$ cat src/rtl/pet2001_prg_loader_pkg.sv
// pet2001_loader_pkg: loader states and constants; PRG_AUTORUN_EN adds the KBD state and its keyboard-buffer constants
package pet2001_loader_pkg;
`ifdef PRG_AUTORUN_EN
  typedef enum logic [2:0] {IDLE, HDR_LO, HDR_HI, DATA, PATCH, KBD, DONE} state_t;
`else
  typedef enum logic [2:0] {IDLE, HDR_LO, HDR_HI, DATA, PATCH, DONE} state_t;
`endif
  localparam logic [7:0] PTR_BASE_DEF = 8'h2A;
  localparam logic [15:0] RAM_TOP_DEF = 16'h8000;
  localparam logic [2:0] PATCH_LAST = 3'd5;
`ifdef PRG_AUTORUN_EN
  localparam logic [14:0] KBD_BUF_ADDR = 15'h026F;
  localparam logic [14:0] KBD_CNT_ADDR = 15'h009E;
  localparam logic [7:0] KBD_CNT = 8'h04;
  localparam logic [7:0] RUN_R = 8'h52;
  localparam logic [7:0] RUN_U = 8'h55;
  localparam logic [7:0] RUN_N = 8'h4E;
  localparam logic [7:0] RUN_CR = 8'h0D;
  localparam logic [2:0] KBD_LAST = 3'd4;
  function automatic logic [7:0] kbd_byte(input logic [2:0] i);
    return i == KBD_LAST ? KBD_CNT : i[1:0] == 2'd0 ? RUN_R : i[1:0] == 2'd1 ? RUN_U : i[1:0] == 2'd2 ? RUN_N : RUN_CR;
  endfunction
`endif
endpackage

$ cat src/rtl/pet2001_dma_wq.sv
// pet2001_dma_wq: one-entry DMA holding register; the entry drains the clk after it loads, so the source is held only while the loader owns the port
module pet2001_dma_wq (
  input  logic        clk,
  input  logic        reset,
  input  logic        push,
  input  logic        lock,
  input  logic [14:0] push_addr,
  input  logic [7:0]  push_data,
  output logic [14:0] dma_addr,
  output logic [7:0]  dma_din,
  output logic        dma_we,
  output logic        dl_wait
);
  logic [14:0] addr_q, addr_d;
  logic [7:0] data_q, data_d;
  logic valid_q, valid_d;
  // load on push, otherwise keep address/data so the port holds its last values
  always_comb begin
    valid_d = push;
    addr_d = push ? push_addr : addr_q;
    data_d = push ? push_data : data_q;
  end
  // holding register
  always_ff @(posedge clk) begin
    if (reset) begin
      valid_q <= 1'b0;
      addr_q <= '0;
      data_q <= '0;
    end else begin
      valid_q <= valid_d;
      addr_q <= addr_d;
      data_q <= data_d;
    end
  end
  assign dma_addr = addr_q;
  assign dma_din = data_q;
  assign dma_we = valid_q;
  assign dl_wait = lock;
endmodule

$ cat src/rtl/pet2001_prg_loader.sv
// pet2001_prg_loader: streams a .PRG download into PET RAM and patches BASIC pointers (PRG_AUTORUN_EN also types RUN<CR>)
module pet2001_prg_loader
  import pet2001_loader_pkg::*;
#(
  parameter logic [7:0]  PTR_BASE = PTR_BASE_DEF,
  parameter logic [15:0] RAM_TOP  = RAM_TOP_DEF
) (
  input  logic        clk,
  input  logic        reset,
  input  logic        dl_active,
  input  logic        dl_wr,
  input  logic [7:0]  dl_data,
  output logic        dl_wait,
  output logic [14:0] dma_addr,
  output logic [7:0]  dma_din,
  output logic        dma_we,
  output logic        busy,
  output logic        done,
  output logic        error
);
  state_t state_q, state_d;
  logic [15:0] load_addr_q, load_addr_d, end_q, end_d, target;
  logic [16:0] count_q, count_d, end_full;
  logic [2:0] idx_q, idx_d;
  logic error_q, error_d, active_q, active_d, rise, push, lock;
  logic [14:0] push_addr;
  logic [7:0] push_data;
  assign rise = dl_active & ~active_q;
  assign target = load_addr_q + count_q[15:0];
  assign end_full = {1'b0, load_addr_q} + count_q;
  // sequencing: header capture, payload writes, pointer patch, optional keyboard stuffing
  always_comb begin
    state_d = state_q;
    load_addr_d = load_addr_q;
    count_d = count_q;
    end_d = end_q;
    idx_d = idx_q;
    error_d = error_q;
    active_d = dl_active;
    push = 1'b0;
    lock = 1'b0;
    push_addr = target[14:0];
    push_data = dl_data;
    case (state_q)
      HDR_LO: begin
        if (!dl_active) begin
          error_d = 1'b1;
          state_d = DONE;
        end else if (dl_wr) begin
          load_addr_d[7:0] = dl_data;
          state_d = HDR_HI;
        end
      end
      HDR_HI: begin
        if (!dl_active) begin
          error_d = 1'b1;
          state_d = DONE;
        end else if (dl_wr) begin
          load_addr_d[15:8] = dl_data;
          state_d = DATA;
        end
      end
      DATA: begin
        if (!dl_active) begin
          end_d = end_full >= {1'b0, RAM_TOP} ? RAM_TOP : end_full[15:0];
          idx_d = '0;
          state_d = PATCH;
        end else if (dl_wr) begin
          count_d = count_q + 17'd1;
          push = target < RAM_TOP;
          error_d = error_q | (target >= RAM_TOP);
        end
      end
      PATCH: begin
        lock = 1'b1;
        push = 1'b1;
        push_addr = {7'd0, PTR_BASE} + {12'd0, idx_q};
        push_data = idx_q[0] ? end_q[15:8] : end_q[7:0];
        idx_d = idx_q == PATCH_LAST ? 3'd0 : idx_q + 3'd1;
        if (idx_q == PATCH_LAST) begin
`ifdef PRG_AUTORUN_EN
          state_d = error_q ? DONE : KBD;
`else
          state_d = DONE;
`endif
        end
      end
`ifdef PRG_AUTORUN_EN
      KBD: begin
        lock = 1'b1;
        push = 1'b1;
        push_addr = idx_q == KBD_LAST ? KBD_CNT_ADDR : KBD_BUF_ADDR + {12'd0, idx_q};
        push_data = kbd_byte(idx_q);
        idx_d = idx_q + 3'd1;
        state_d = idx_q == KBD_LAST ? DONE : KBD;
      end
`endif
      DONE: state_d = IDLE;
      default: state_d = IDLE;
    endcase
    if (rise) begin
      state_d = HDR_LO;
      error_d = 1'b0;
      count_d = '0;
      idx_d = '0;
      push = 1'b0;
      lock = 1'b0;
    end
  end
  // control state registers
  always_ff @(posedge clk) begin
    if (reset) begin
      state_q <= IDLE;
      load_addr_q <= '0;
      count_q <= '0;
      end_q <= '0;
      idx_q <= '0;
      error_q <= 1'b0;
      active_q <= 1'b0;
    end else begin
      state_q <= state_d;
      load_addr_q <= load_addr_d;
      count_q <= count_d;
      end_q <= end_d;
      idx_q <= idx_d;
      error_q <= error_d;
      active_q <= active_d;
    end
  end
  pet2001_dma_wq u_wq (
    .clk(clk),
    .reset(reset),
    .push(push),
    .lock(lock),
    .push_addr(push_addr),
    .push_data(push_data),
    .dma_addr(dma_addr),
    .dma_din(dma_din),
    .dma_we(dma_we),
    .dl_wait(dl_wait)
  );
  assign busy = state_q != IDLE && state_q != DONE;
  assign done = state_q == DONE;
  assign error = error_q;
endmodule
$ cat config.mk
export PLATFORM = sky130hd
export DESIGN_NAME = pet2001_prg_loader
export DESIGN_NICKNAME = d
export VERILOG_FILES = /design/src/rtl/pet2001_prg_loader_pkg.sv /design/src/rtl/pet2001_dma_wq.sv /design/src/rtl/pet2001_prg_loader.sv
export SDC_FILE = /design/constraint.sdc
export NUM_CORES = 1
export LEC_CHECK = 0
export BUFFER_PORTS_ARGS = -buffer_cell sky130_fd_sc_hd__buf_2
export CAP_MARGIN = 20
export CORE_MARGIN = 10
export CORE_UTILIZATION = 35
export DETAILED_ROUTE_END_ITERATION = 7
export PLACE_DENSITY_LB_ADDON = 0.3
export SLEW_MARGIN = 5
export SYNTH_ARGS = -nofsm -noshare
export SYNTH_HDL_FRONTEND = slang
export SYNTH_SLANG_ARGS = --single-unit
$ cat constraint.sdc
create_clock -name clk -period 3.64 [get_ports clk]
set_clock_uncertainty 0.1 [all_clocks]
set_input_delay 0.182 -clock clk [delete_from_list [all_inputs] [get_ports clk]]
set_output_delay 0.182 -clock clk [all_outputs]
set_load 0.005 [all_outputs]
==> summary.md <==
| Metric | Value |
|---|---|
| H-Tree Depth | 3 |
| Max Cap Violations | 0 |
| Worst-skew pair later-pin latency | 350 ps |
| Sequential area share after synthesis | 0.366 |
| Vias per cell | 5.51 |
| Die W | 133 um |
| Final Wtd Congestion | 0.831 |
| Status | completed |
| CP Launch Type | flop |
| Mux contribution to synthesized area | 0.0565 |
| Layout cells sized above 1 | 0.144 |
| Fmax | 293 MHz |
| Worst slew pin tran | 892 ps |
| Num Clock Sinks | 81 |
| CTS tree | built |
| Dominant cells by area after synthesis | dfxtp_1 37%, nor2_1 5.7%, mux2i_1 5.6% |
| Vias in the first global route | 3741 |
| Fill cell count | 1303 |
| Crit Path Max Fanout | 16 |
| Maximum vdd ir drop | 0.198 mV |
| RSZ-0062 raised after global routing | false |
| Largest net degree at the start of global routing | 55 |
| TritonRoute pass-1 iters | 5 |
| Antenna Cells | 0 |
| Pwr Density | 372 nW/um2 |
| Post-layout min period | 3420 ps |
| Row count | 41 |
| DRC | 0 |
| Worst EP arrival | 3550 ps |
| Grt ovf | 0 |
| Post-Synth Simple-Gate Area | 0.193 |
| Ys async rst share | 0 |
| Initial antenna violation count | 0 |
| Die span in y | 133 um |
| Final worst-path cycle share | 0.938 |
| Iter 0 DRT Violations | 241 |
| Cell leakage power | 1.92 nW |
| IO buf count | 39 |
| CTS root buf | clkbuf_16 |
| YS warnings | 0 |
| Compound-Gate Fraction of Synth Area | 0.235 |
| Dominant cell type by area after synthesis | dfxtp_1 |
| Largest family of logic cells by synthesized area | compound AO/OA/AOI/OAI gates |
| Final setup fails | 0 |
| Total CTS buffers | 9 |
| Avg WL per Cell | 16.8 um |
| CTS clock-pin slew for the worst setup and hold paths | 60 ps |
| Predominant post-synthesis flop cell | dfxtp_1 |
| Final WL | 12000 um |
| Crit. End Element | flop |
| Fin Setup TNS | 0 ps |
| Slew HR | 0.402 |
| Mapped Area | 4430 um2 |
| Post-CTS Resized | 0 |
| Synth Area in XOR/XNOR | 0.0534 |
| Placed instance area | 4740 um2 |
| Fin. Hold Viols | 0 |
| Post-CTS Hold Fix Bufs | 0 |
| Worst Hold Class | input pin to flop |
| Adder-cell share of the synthesized area | 0.0553 |
| GRT Total Usage | 0.135 |
| Average size of a mapped cell | 8.64 um2 |
| Synthesized instance count | 513 |
| Die area | 17600 um2 |
| CP Class | flop to flop |
| Core area | 12500 um2 |
| EDFF count, synth | 0 |
| Area growth, synth to finish | 13.5% |
| Distinct cells, synth | 54 |
| Max Slew Vio Count | 0 |
| First-pass GRT wire length | 19800 um |
| Antenna Violating Nets Remaining | 0 |
| Detailed placement HPWL | 8790 um |
| CP required | 3780 ps |
| Initial core utilization | 0.354 |
| Post-Syn Nets | 544 |
| Top Ports | 40 |
| Via Count | 3925 |
| Layout Nets | 566 |
| Clock buffer depth | 2 |
| Top-area cell type share of the netlist area | 0.366 |
| Post-CTS Setup Bufs | 0 |
| Fin area | 5030 um2 |
| Flops & latches, synth | 81 |
-- layer usage --
layer / up-vias / share of wire / track usage
li1: 1930 / - / -
met1: 1880 / 0.48 / 0.185
met2: 97 / 0.45 / 0.206
met3: 18 / 0.058 / 0.0250
met4: 0 / 0.020 / 0.0501
met5: - / 0 / 0
-- Yosys cell counts (all sizes together) (3+ instances only) --
master   number
o31ai        11
nand4        10
or3          14
and4          3
nor2b         3
o21a          6
nand2        41
nor3          7
a21o          7
o32ai        15
buf          11
nor2         68
mux2i        25
a21oi        37
and3          5
o211ai       14
nand2b        6
o21ai        18
o2111ai      13
a211oi        5
xnor2         8
dfxtp        81
inv          10
xor2         19
ha           18
nand3        11
nor4          3
clkbuf       23
-- cell families after synthesis --
kind of cell | count (synthesis)
xor+xnor | 27
flops | 81
buf+inv | 44
fa+ha+maj | 19
compound gates | 139
simple gates | 178
mux | 25
-- state kept, by name (all words and copies together), names as in the netlist --
register / flops
u_wq.dma_din: 8
state_q: 3
u_wq.dma_we: 1
idx_q: 3
active_q: 1
load_addr_q: 16
error: 1
end_q: 16
u_wq.dma_addr: 15
count_q: 17
-- through the flow --
stage                     setup slack (ps)  hold slack (ps)  cells  utilization  power [mW]
after CTS                              201             51.7    712        0.402        1.89
final                                  225             51.5    712        0.402        1.87
after global placement                 360              361    696        0.379        1.01
after detailed placement               229              368    696        0.379        1.01
after global routing                  62.2             77.2    712        0.402        1.94
after floorplan                        692              226    513            -       0.980
-- path summary, 6_finish.rpt --
check,start,to,slack [ps],cells past startpoint
setup / recovery,count_q[0]$_SDFFE_PP0P_,end_q[6]$_SDFFE_PP0P_,220,10
setup reg to reg,count_q[0]$_SDFFE_PP0P_,end_q[6]$_SDFFE_PP0P_,220,10
hold reg to reg,end_q[3]$_SDFFE_PP0P_,end_q[3]$_SDFFE_PP0P_,380,2
hold / removal,dl_data[1],load_addr_q[9]$_SDFFE_PP0P_,50,3
-- critical path, stage by stage, from the launching register on --
cell	delay, ps
dfxtp_1	430
ha_1	240
inv_1	70
fa_1	390
nand2b_1	180
a21oi_1	200
nor2_1	110
a21bo_2	250
and3_1	160
or4_1	800
o32ai_1	390
-- where the power goes --
group | switching [mW] | internal, mW
Clock | 0.392 | 0.488
Combinational | 0.0627 | 0.0286
Sequential | 0.00838 | 0.894
Total | 0.463 | 1.41
-- layout by cell type, fill, tap and decap left out, types with 2 or more instances in the layout --
| master | instances |
|---|---|
| a211oi_1 | 3 |
| a21o_1 | 7 |
| a21oi_1 | 37 |
| a221oi_1 | 2 |
| and2_1 | 2 |
| and3_1 | 5 |
| and4_1 | 3 |
| buf_2 | 39 |
| buf_4 | 6 |
| clkbuf_16 | 9 |
| clkinv_4 | 4 |
| dfxtp_1 | 81 |
| ha_1 | 18 |
| inv_1 | 10 |
| mux2i_1 | 25 |
| nand2_1 | 41 |
| nand2b_1 | 6 |
| nand3_1 | 11 |
| nand4_1 | 10 |
| nor2_1 | 67 |
| nor2b_1 | 3 |
| nor3_1 | 3 |
| nor3_2 | 4 |
| nor4_1 | 3 |
| o2111ai_1 | 13 |
| o211ai_1 | 14 |
| o21a_1 | 6 |
| o21ai_0 | 15 |
| o21ai_1 | 3 |
| o31ai_1 | 11 |
| o32ai_1 | 8 |
| o32ai_2 | 7 |
| or3_1 | 14 |
| or4_1 | 2 |
| xnor2_1 | 8 |
| xor2_1 | 19 |
-- layout make-up --
| class | instances | area (um2) | area share |
|---|---|---|---|
| repair buffers | 45 | 240 | 0.0477 |
| clock inverters | 6 | 51.3 | 0.0102 |
| flip-flops and latches | 81 | 1620 | 0.322 |
| multi-input cells | 388 | 2630 | 0.522 |
| clock buffers | 10 | 239 | 0.0475 |
| inverters | 10 | 37.5 | 0.00746 |
| well taps | 172 | 215 | 0.0428 |
Note: power is estimated with default switching activity, not from simulation.
